`src/rtl/aes_pkt_sequencer_if.sv`:
```
// ---------------------------------------------------------------------------
// aes_pkt_sequencer_if
// Bundles every signal between the packet sequencer, its requester, the
// character RAM and the AES core. Clock and reset are not part of the bundle.
//   start/base_addr         request from the front end
//   busy/done/err           status back to the front end
//   ram_addr/ram_re/ram_we  RAM port owned by the sequencer
//   ram_wdata/ram_rdata     RAM data (read data valid the cycle after ram_re)
//   aes_en/aes_din          AES launch pulse and plaintext block
//   aes_dout/aes_done       AES ciphertext and completion level
// master: the environment side (requester, RAM, AES core).
// slave : the sequencer itself.
// ---------------------------------------------------------------------------
interface aes_pkt_sequencer_if;
  logic         start;
  logic [6:0]   base_addr;
  logic         busy;
  logic         done;
  logic         err;
  logic [6:0]   ram_addr;
  logic         ram_re;
  logic [31:0]  ram_rdata;
  logic         ram_we;
  logic [31:0]  ram_wdata;
  logic         aes_en;
  logic [127:0] aes_din;
  logic [127:0] aes_dout;
  logic         aes_done;

  modport master (
    output start, base_addr, ram_rdata, aes_dout, aes_done,
    input  busy, done, err, ram_addr, ram_re, ram_we, ram_wdata, aes_en, aes_din
  );

  modport slave (
    input  start, base_addr, ram_rdata, aes_dout, aes_done,
    output busy, done, err, ram_addr, ram_re, ram_we, ram_wdata, aes_en, aes_din
  );
endinterface

```
`src/rtl/aes_pkt_sequencer.sv`:
```
// ---------------------------------------------------------------------------
// aes_pkt_sequencer
// Runs one AES-128 encryption per packet stored in the 128x32 character RAM:
// reads five 7-bit-packed plaintext words, assembles the 128-bit block,
// launches the AES core, waits (with timeout) for completion and writes the
// ciphertext back as five marker-framed words plus an all-ones terminator.
// Ports:
//   clk  system clock, all state on the rising edge
//   rst  asynchronous active-high reset
//   bus  aes_pkt_sequencer_if.slave (request/status, RAM port, AES port)
// Parameter:
//   TIMEOUT  WAIT cycles allowed for aes_done before aborting (1..255)
// All outputs are registered; their next values are decoded from the next
// state so they line up with the state they belong to.
// ---------------------------------------------------------------------------
module aes_pkt_sequencer #(
  parameter int unsigned TIMEOUT = 32'd255
) (
  input logic                 clk,
  input logic                 rst,
  aes_pkt_sequencer_if.slave  bus
);

  typedef enum logic [2:0] {
    S_IDLE   = 3'd0,
    S_READ   = 3'd1,
    S_FLUSH  = 3'd2,
    S_LAUNCH = 3'd3,
    S_WAIT   = 3'd4,
    S_WRITE  = 3'd5,
    S_DONE   = 3'd6
  } state_t;

  // Four 7-bit characters of a RAM word, MSB character first.
  function automatic logic [27:0] pack_fields(input logic [31:0] w);
    return {w[30:24], w[22:16], w[14:8], w[6:0]};
  endfunction

  // The fifth word only contributes 16 bits to the block.
  function automatic logic [15:0] pack_tail(input logic [31:0] w);
    return {w[17:16], w[14:8], w[6:0]};
  endfunction

  // Re-insert a marker bit above each 7-bit character.
  function automatic logic [31:0] frame_fields(input logic [27:0] f);
    return {1'b1, f[27:21], 1'b1, f[20:14], 1'b1, f[13:7], 1'b1, f[6:0]};
  endfunction

  // Output word j of the ciphertext write-back sequence.
  function automatic logic [31:0] out_word(input logic [127:0] c, input logic [2:0] j);
    logic [31:0] w;
    case (j)
      3'd0:    w = frame_fields(c[27:0]);
      3'd1:    w = frame_fields(c[55:28]);
      3'd2:    w = frame_fields(c[83:56]);
      3'd3:    w = frame_fields(c[111:84]);
      3'd4:    w = {1'b1, 7'b0, 1'b1, 5'b0, c[127:126], 1'b1, c[125:119], 1'b1, c[118:112]};
      3'd5:    w = 32'hFFFF_FFFF;
      default: w = 32'h0000_0000;
    endcase
    return w;
  endfunction

  state_t         state_r, state_s;
  logic [2:0]     idx_r, idx_s;
  logic [7:0]     wait_cnt_r, wait_cnt_s;
  logic [6:0]     base_r, base_s;
  logic [127:0]   pt_r, pt_s;
  logic [127:0]   ct_r, ct_s;
  logic           rd_pend_r;
  logic [2:0]     rd_idx_r;

  logic           busy_r, busy_s;
  logic           done_r, done_s;
  logic           err_r, err_s;
  logic [6:0]     ram_addr_r, ram_addr_s;
  logic           ram_re_r, ram_re_s;
  logic           ram_we_r, ram_we_s;
  logic [31:0]    ram_wdata_r, ram_wdata_s;
  logic           aes_en_r, aes_en_s;
  logic [127:0]   aes_din_r, aes_din_s;

  // Next-state, datapath and next-output decode.
  always_comb begin
    state_s    = state_r;
    idx_s      = idx_r;
    wait_cnt_s = wait_cnt_r;
    base_s     = base_r;
    err_s      = err_r;
    ct_s       = ct_r;
    pt_s       = pt_r;

    // Read data arrives one cycle after its strobe; the last word lands in FLUSH.
    if (rd_pend_r) begin
      case (rd_idx_r)
        3'd0:    pt_s[27:0]    = pack_fields(bus.ram_rdata);
        3'd1:    pt_s[55:28]   = pack_fields(bus.ram_rdata);
        3'd2:    pt_s[83:56]   = pack_fields(bus.ram_rdata);
        3'd3:    pt_s[111:84]  = pack_fields(bus.ram_rdata);
        3'd4:    pt_s[127:112] = pack_tail(bus.ram_rdata);
        default: pt_s          = pt_r;
      endcase
    end else begin
      pt_s = pt_r;
    end

    case (state_r)
      S_IDLE: begin
        if (bus.start) begin
          state_s = S_READ;
          idx_s   = 3'd0;
          base_s  = bus.base_addr;
          err_s   = 1'b0;
        end else begin
          state_s = S_IDLE;
        end
      end
      S_READ: begin
        if (idx_r == 3'd4) begin
          state_s = S_FLUSH;
          idx_s   = 3'd0;
        end else begin
          idx_s   = idx_r + 3'd1;
        end
      end
      S_FLUSH: begin
        state_s = S_LAUNCH;
      end
      S_LAUNCH: begin
        // aes_done seen here belongs to a previous job and is ignored.
        state_s    = S_WAIT;
        wait_cnt_s = 8'd0;
      end
      S_WAIT: begin
        if (bus.aes_done) begin
          state_s = S_WRITE;
          idx_s   = 3'd0;
          ct_s    = bus.aes_dout;
        end else if (wait_cnt_r == 8'(TIMEOUT - 32'd1)) begin
          state_s = S_DONE;
          err_s   = 1'b1;
        end else begin
          wait_cnt_s = wait_cnt_r + 8'd1;
        end
      end
      S_WRITE: begin
        if (idx_r == 3'd5) begin
          state_s = S_DONE;
          idx_s   = 3'd0;
        end else begin
          idx_s   = idx_r + 3'd1;
        end
      end
      S_DONE: begin
        state_s = S_IDLE;
      end
      default: begin
        state_s = S_IDLE;
      end
    endcase

    busy_s   = (state_s != S_IDLE);
    done_s   = (state_s == S_DONE);
    ram_re_s = (state_s == S_READ);
    ram_we_s = (state_s == S_WRITE);
    aes_en_s = (state_s == S_LAUNCH);

    case (state_s)
      S_READ:  ram_addr_s = base_s + {4'b0, idx_s};
      S_WRITE: ram_addr_s = base_s + 7'd5 + {4'b0, idx_s};
      default: ram_addr_s = 7'd0;
    endcase

    if (state_s == S_WRITE) begin
      ram_wdata_s = out_word(ct_s, idx_s);
    end else begin
      ram_wdata_s = 32'h0000_0000;
    end

    // The block is presented at launch and then held until the next launch.
    if (state_s == S_LAUNCH) begin
      aes_din_s = pt_s;
    end else begin
      aes_din_s = aes_din_r;
    end
  end

  // State, datapath and registered outputs.
  always_ff @(posedge clk or posedge rst) begin
    if (rst) begin
      state_r     <= S_IDLE;
      idx_r       <= 3'd0;
      wait_cnt_r  <= 8'd0;
      base_r      <= 7'd0;
      pt_r        <= 128'd0;
      ct_r        <= 128'd0;
      rd_pend_r   <= 1'b0;
      rd_idx_r    <= 3'd0;
      busy_r      <= 1'b0;
      done_r      <= 1'b0;
      err_r       <= 1'b0;
      ram_addr_r  <= 7'd0;
      ram_re_r    <= 1'b0;
      ram_we_r    <= 1'b0;
      ram_wdata_r <= 32'd0;
      aes_en_r    <= 1'b0;
      aes_din_r   <= 128'd0;
    end else begin
      state_r     <= state_s;
      idx_r       <= idx_s;
      wait_cnt_r  <= wait_cnt_s;
      base_r      <= base_s;
      pt_r        <= pt_s;
      ct_r        <= ct_s;
      rd_pend_r   <= ram_re_r;
      rd_idx_r    <= idx_r;
      busy_r      <= busy_s;
      done_r      <= done_s;
      err_r       <= err_s;
      ram_addr_r  <= ram_addr_s;
      ram_re_r    <= ram_re_s;
      ram_we_r    <= ram_we_s;
      ram_wdata_r <= ram_wdata_s;
      aes_en_r    <= aes_en_s;
      aes_din_r   <= aes_din_s;
    end
  end

  assign bus.busy      = busy_r;
  assign bus.done      = done_r;
  assign bus.err       = err_r;
  assign bus.ram_addr  = ram_addr_r;
  assign bus.ram_re    = ram_re_r;
  assign bus.ram_we    = ram_we_r;
  assign bus.ram_wdata = ram_wdata_r;
  assign bus.aes_en    = aes_en_r;
  assign bus.aes_din   = aes_din_r;

endmodule

```
`src/flat_wrapper.sv`:
```
// flat-port wrapper written by rule: the top's interface ports become plain ports
module aes_pkt_sequencer_flat 
#(
  parameter int unsigned TIMEOUT = 32'd255
)
  (clk, rst, bus_start, bus_base_addr, bus_ram_rdata, bus_aes_dout, bus_aes_done, bus_busy, bus_done, bus_err, bus_ram_addr, bus_ram_re, bus_ram_we, bus_ram_wdata, bus_aes_en, bus_aes_din);
  aes_pkt_sequencer_if bus_i ();
  input logic clk;
  input logic rst;
  input wire logic [$bits(bus_i.start)-1:0] bus_start;
  input wire logic [$bits(bus_i.base_addr)-1:0] bus_base_addr;
  input wire logic [$bits(bus_i.ram_rdata)-1:0] bus_ram_rdata;
  input wire logic [$bits(bus_i.aes_dout)-1:0] bus_aes_dout;
  input wire logic [$bits(bus_i.aes_done)-1:0] bus_aes_done;
  output wire logic [$bits(bus_i.busy)-1:0] bus_busy;
  output wire logic [$bits(bus_i.done)-1:0] bus_done;
  output wire logic [$bits(bus_i.err)-1:0] bus_err;
  output wire logic [$bits(bus_i.ram_addr)-1:0] bus_ram_addr;
  output wire logic [$bits(bus_i.ram_re)-1:0] bus_ram_re;
  output wire logic [$bits(bus_i.ram_we)-1:0] bus_ram_we;
  output wire logic [$bits(bus_i.ram_wdata)-1:0] bus_ram_wdata;
  output wire logic [$bits(bus_i.aes_en)-1:0] bus_aes_en;
  output wire logic [$bits(bus_i.aes_din)-1:0] bus_aes_din;
  assign bus_i.start = bus_start;
  assign bus_i.base_addr = bus_base_addr;
  assign bus_i.ram_rdata = bus_ram_rdata;
  assign bus_i.aes_dout = bus_aes_dout;
  assign bus_i.aes_done = bus_aes_done;
  assign bus_busy = bus_i.busy;
  assign bus_done = bus_i.done;
  assign bus_err = bus_i.err;
  assign bus_ram_addr = bus_i.ram_addr;
  assign bus_ram_re = bus_i.ram_re;
  assign bus_ram_we = bus_i.ram_we;
  assign bus_ram_wdata = bus_i.ram_wdata;
  assign bus_aes_en = bus_i.aes_en;
  assign bus_aes_din = bus_i.aes_din;
  aes_pkt_sequencer #(.TIMEOUT(TIMEOUT)) u_core (.clk(clk), .rst(rst), .bus(bus_i));
endmodule
```
`config.mk`:
```
export PLATFORM = sky130hd
export DESIGN_NAME = aes_pkt_sequencer_flat
export DESIGN_NICKNAME = d
export VERILOG_FILES = /design/src/rtl/aes_pkt_sequencer_if.sv /design/src/rtl/aes_pkt_sequencer.sv /design/src/flat_wrapper.sv
export SDC_FILE = /design/constraint.sdc
export NUM_CORES = 1
export LEC_CHECK = 0
export BUFFER_PORTS_ARGS = -buffer_cell sky130_fd_sc_hd__buf_2
export CAP_MARGIN = 20
export CORE_MARGIN = 8
export CORE_UTILIZATION = 60
export CTS_CLUSTER_SIZE = 25
export DETAILED_ROUTE_END_ITERATION = 10
export GPL_TIMING_DRIVEN = 0
export PLACE_DENSITY = 0.93
export SETUP_SLACK_MARGIN = 0.1
export SLEW_MARGIN = 20
export SYNTH_ARGS = -nofsm -noshare
export SYNTH_HDL_FRONTEND = slang
export SYNTH_SLANG_ARGS = --single-unit
```
`constraint.sdc`:
```
create_clock -name clk -period 28.9 [get_ports clk]
set_input_delay 4.335 -clock clk [delete_from_list [all_inputs] [get_ports clk]]
set_output_delay 4.335 -clock clk [all_outputs]
set_load 0.01 [all_outputs]
```
# Word-level counts from Yosys, hierarchy flattened

Index checks and enable logic that the tools add are counted.
Widths: inputs -> output; s select.

Word-level logic and storage cells: 86
Output and inout port bits: 173
Flip-flop bits (word level): 454

Equal/unequal tests: 25
$add $sub $neg: 5
Reductions and logical operators: 8
Multiplexer cells: 31

Operator list:

| kind                | number |
|---|---|
| $mux 128            | 3 |
| $pmux 32 s6         | 1 |
| $mux 28             | 4 |
| $mux 32             | 1 |
| $eq 3x3->1 const B  | 9 |
| $mux 3              | 8 |
| $eq 3x2->1 const B  | 7 |
| $pmux 3 s6          | 1 |
| $mux 16             | 1 |
| $mux 8              | 2 |
| $pmux 8 s2          | 1 |
| $add 7x3->7         | 2 |
| $mux 7              | 2 |
| $pmux 7 s2          | 1 |
| $eq 3x1->1 const B  | 4 |
| $pmux 3 s4          | 1 |
| $logic_not 3->1     | 3 |
| $add 8x1->8 const B | 1 |
| $eq 8x8->1 const B  | 1 |
| $add 7x3->7 const B | 1 |
| $ne 2x2->1 const B  | 3 |
| $mux 1              | 4 |
| $reduce_and 4->1    | 1 |
| $reduce_bool 2->1   | 2 |
| 5 further kinds     | 5 |

# Longest topological paths before layout

Word-level depth: 6
Gate-level depth with buffers: 18
Gate-level depth less buffers: 16

# Worst setup path before layout

No wires, ideal clock.

Kind: input-to-reg
Start: input bus_start
End: register u_core.ram_addr_r[5], in the netlist u_core.bus.ram_addr[5]
Setup slack: 22.124 ns
Stages: 15
Buffers on the path: 2
Data arrival time: 6.647 ns
Path through: mux2_4 -> o21bai_2 -> mux2_4 -> inv_4 -> buf_8 -> buf_4 -> ha_1 -> inv_1 -> ha_1 -> inv_1 -> fa_1 -> inv_1 -> a21oi_1 -> a221oi_1 -> a21oi_1

Cells in the longest elaborated chain, start to end: 5
Elaborated cells on any way between the ends: 12
Those cells by class: add/sub (3); eq/ne (2); mux (7)

RTL lines:

| element                        | RTL line                 | text |
|---|---|---|
| start, declared                | flat_wrapper.sv:10       | `input wire logic [$bits(bus_i.start)-1:0] bus_start;` |
| $mux 7                         | aes_pkt_sequencer.sv:109 | `if (bus.start) begin` |
| $mux 7                         | aes_pkt_sequencer.sv:107 | `case (state_r)` |
| $add 7x3->7 (2 in a row)       | aes_pkt_sequencer.sv:170 | `S_WRITE: ram_addr_s = base_s + 7'd5 + {4'b0, idx_s};` |
| $pmux 7 s2 *                   | aes_pkt_sequencer.sv:168 | `case (state_s)` |
| named net u_core.ram_addr_s[5] | aes_pkt_sequencer.sv:76  | `logic [6:0] ram_addr_r, ram_addr_s;` |
| end signal, assigned           | aes_pkt_sequencer.sv:220 | `ram_addr_r <= ram_addr_s;` |
| end, declared                  | aes_pkt_sequencer.sv:76  |  |

Mark *: on every way through the listed nets, which the timed path passes. The rest lies on a longest branch.
A chain may end at the register's enable or synchronous reset.

# Worst setup path after layout

Start: input bus_aes_done
End: register u_core.ram_addr_r[6], in the netlist u_core.bus.ram_addr[6]

Cells in the longest elaborated chain, start to end: 4
Elaborated cells on any way between the ends: 9
Those cells by class: add/sub (2); eq/ne (2); mux (5)

RTL lines:

| element                               | RTL line                                           | text |
|---|---|---|
| start, declared                       | flat_wrapper.sv:14                                 | `input wire logic [$bits(bus_i.aes_done)-1:0] bus_aes_done;` |
| $mux 3 *                              | aes_pkt_sequencer.sv:135                           | `if (bus.aes_done) begin` |
| $pmux 3 s4 *                          | aes_pkt_sequencer.sv:107                           |  |
| named net u_core.idx_s[2]             | aes_pkt_sequencer.sv:65                            | `logic [2:0] idx_r, idx_s;` |
| $add 7x3->7, on equally long branches | aes_pkt_sequencer.sv:170, aes_pkt_sequencer.sv:169 |  |
| $pmux 7 s2 *                          | aes_pkt_sequencer.sv:168                           |  |
| named net u_core.ram_addr_s[6]        | aes_pkt_sequencer.sv:76                            |  |

Marked as above.

==> results.tsv <==
stage	metric	value	unit
grt	grt_util_all_layers	27.4	%
power	sw_frac_of_total	35.1	%
critical_path	cp_slowest_cell	clkbuf_1	
final_layout	multi_input_area	0.00639	mm²
final_layout	final_util	74.0	%
grt	globalRoute.totalOverflow	0	
floorplanning	initial_utilization	61.1	%
routing	wl_per_cell	24.4	µm
synth	syn_inst	1222	
power	p_total	2680	µW
cts	ctsRootBufferMaster	clkbuf_16	
cts	cts_setup_buffers	0	
routing	m1WireLength	18700	µm
hold_path	hp-start	u_core.bus.ram_re	
final_layout	final_cells	2045	
outcome	status	finished clean	
critical_path	cp.required	29320	ps
grt	antenna_found_initial	12	
placement	gp_congestion	0.875	
placement	hpwl	35100	µm
critical_path	worst-path-max-fanout	11	
routing	routed_wl	49900	µm
floorplanning	die_area	0.0361	mm²
critical_path	worstPathArrival	7420	ps
final_layout	finalNetCount	1800	
synth	seq_area_frac_synth	62.2	%
floorplanning	fp.dieH	190	µm
power	p_leak	0.0107	µW
cts	cts_buffers	46	
placement	pre_cts_ws	21300	ps
synth	synth-async-reset-ratio	100	%
cts	cts_tree	built	
power	seqPwrFrac	38.2	%
floorplanning	ios	344	
power	powerDensity	122	mW/mm²
synth	netlist.top_cell.by_area	dfrtp_1	
hold_path	min_to	u_core.rd_pend_r	
critical_path	reg2reg_to	u_core.bus.ram_addr[6]	
grt	grt_start_max_net_pins	105	
final_layout	drive_gt1_share	52.7	%
power	p_sw	940	µW
cts	clk_path_buf_depth	3	
routing	drc_errors	0	
sta	finalHoldViolations	0	
synth	yosysWarnings	0	
final_layout	regArea	0.0113	mm²
sta	post-route-period-util	24.2	%
synth	netlist_area	0.0182	mm²
routing	drt_iter0_drc	823	
critical_path	reg2reg_depth	16	
cts	clk_latency	540	ps
routing	dr_wl_met3	4560	µm
final_layout	area_growth	21.1	%
sta	slew-limit-headroom	32.1	%
sta	finalWorstSetupSlack	21900	ps
synth	synth-seq-cells	451	
sta	finalSetupViolCount	0	
cts	ctsHoldBuffers	0	
sta	fmax	143	MHz
power	peakVddDrop	0.0813	mV
critical_path	end_kind	register	
power	pwr-share-clk	21.9	%
synth	synth.avg_cell_area	14.9	µm²
power	intPower	1740	µW
sta	finClkSkew	12.2	ps
routing	dr_wl_met2	24500	µm
routing	vias	12023	
routing	viasPerCell	5.88	
critical_path	start_kind	input port	
synth	synth.most_common_cell	dfrtp_1	
final_layout	fillers	1761	
cts	clock_sinks	451	
sta	period_minus_slack	7000	ps
floorplanning	die_x	190	µm
cts	clk_pin_slew	60	ps
synth	ys_top_cells_by_count	451 x dfrtp_1, 388 x mux2_2, 32 x buf_2, 32 x nor2_1, 27 x mux2i_1	
critical_path	crit_chain	buf_2 -> mux2_4 -> o21bai_2 -> a22o_1 -> buf_2 -> buf_2 -> clkbuf_1 -> ha_1 -> inv_1 -> ha_1 -> a21o_1 -> a21oi_1 -> o22ai_1 -> a21oi_1 -> a21oi_1	
synth	synth-main-ff-cell	dfrtp_1	
critical_path	crit_type	input port to register	
job	drv_cap	0	
power	comb_power_share	39.9	%
sta	slew_violations	0	
critical_path	r2r_setup_slack	25030	ps
cts	htreeDepth	2	
floorplanning	core_area	0.0297	mm²
cts	cts.repair.resized	0	
sta	rsz0062_at_grt	no	
routing	drt_pass1_iterations	5	
hold_path	hp-class	register to register	
hold_path	hold_depth	0	
routing	postRouteAntennaNets	0	
critical_path	worstReg2RegStart	u_core.idx_r[0]	
sta	fin_setup_tns	0	ps
critical_path	max_stage_delay	480	ps
synth	synth_top_area_share	62.2	%
placement	dpl.cell_count	1955	
placement	numPortBuffers	339	
synth	synth_area_leaders	dfrtp_1 62%, mux2_2 24%, mux2i_1 1.5%	
synth	syn-num-nets	1409	
sta	tightest_slew	1020	ps
routing	topRoutingLayerUsed	met5	
grt	grt_pass1_wl	76900	µm
synth	synth-edff-count	0	
grt	grt_pass1_vias	13335	
synth	synthDistinctLibCells	62	
floorplanning	rows	63	
## critical path, delay by kind of cell
| kind | cells | cell delay, ps |
|---|---|---|
| AOI/OAI and AO/OA | 7 | 1080 |
| adders and majority gates | 2 | 530 |
| buffers and inverters | 5 | 1190 |
| muxes | 1 | 270 |
## stage by stage
step | area (µm²) | hold slack [ps]
after CTS | 22000 | 412
after global placement | 20300 | 380
after global routing | 22000 | 427
final | 22000 | 410
after detailed placement | 20500 | 400
after floorplan | 18200 | 416
## per-layer routing
| layer | global-route usage, % | up-vias |
|---|---|---|
| met5 | 0 | - |
| met1 | 33.1 | 6106 |
| met2 | 45.9 | 605 |
| met3 | 7.71 | 164 |
| met4 | 11.0 | 14 |
| li1 | - | 5134 |
## registers in the layout (all words and copies together), names as in the netlist, 3 cells and up
name / cells
u_core.pt_r: 128
u_core.base_r: 7
u_core.ct_r: 128
u_core.rd_idx_r: 3
u_core.bus.ram_wdata: 29
u_core.bus.ram_addr: 7
u_core.wait_cnt_r: 8
u_core.bus.aes_din: 128
u_core.state_r: 3
u_core.idx_r: 3
## power by group through the flow
stage,combinational [µW],clock [µW],sequential (µW)
final,1070,588,1020
after global routing,1150,621,1050
after CTS,1060,595,1020
after detailed placement,1050,0,1030
after global placement,992,0,1010
after floorplan,687,0,1030
## worst max-delay path by stage
stage | cells past startpoint | slack [ps] | end | from
after floorplan | 1 | 11990 | u_core.base_r[0] | rst
after global placement | 2 | 8250 | u_core.bus.ram_addr[1] | rst
after detailed placement | 13 | 21300 | u_core.bus.ram_addr[5] | bus_aes_done
after CTS | 13 | 21850 | u_core.bus.ram_addr[5] | bus_aes_done
after global routing | 16 | 21630 | u_core.bus.ram_addr[6] | bus_aes_done
final | 15 | 21900 | u_core.bus.ram_addr[6] | bus_aes_done
## logic make-up (layout without fill, tap and decap cells)
logic type / after synthesis / after routing / synth area share (%)
xor+xnor: 9 / 9 / 0.434
compound gates: 114 / 114 / 4.39
other cells: 0 / 7 / 0
fa+ha+maj: 16 / 16 / 1.23
flops: 451 / 451 / 62.2
buf+inv: 96 / 522 / 2.63
simple gates: 118 / 118 / 3.34
mux: 418 / 418 / 25.8
## cell type report
| cell class | count | share of cell area [%] |
|---|---|---|
| antenna | 7 | 0.0797 |
| timing repair buffer | 343 | 8.22 |
| tap | 390 | 2.22 |
| clock buffer | 70 | 6.10 |
| inverter | 29 | 0.541 |
| multi-input combinational | 675 | 29.1 |
| buffer | 67 | 1.67 |
| sequential | 451 | 51.3 |
| clock inverter | 13 | 0.740 |
## layout by cell type (no fill, tap or decap), types with 6 or more instances in the layout
| cell type | count |
|---|---|
| a311o_1 | 8 |
| dfrtp_1 | 451 |
| clkbuf_8 | 10 |
| ha_1 | 13 |
| mux2_2 | 388 |
| nor4_1 | 7 |
| nor2_1 | 32 |
| buf_2 | 371 |
| a2bb2oi_1 | 7 |
| buf_4 | 15 |
| clkbuf_16 | 46 |
| o21ai_0 | 24 |
| a31oi_1 | 6 |
| inv_1 | 24 |
| a21oi_1 | 22 |
| nand2_1 | 25 |
| clkinv_2 | 6 |
| o22ai_1 | 7 |
| clkbuf_1 | 28 |
| nand3_1 | 14 |
| nand2b_1 | 6 |
| mux2i_1 | 27 |
| diode_2 | 7 |
Note: power is estimated with default switching activity, not from simulation.
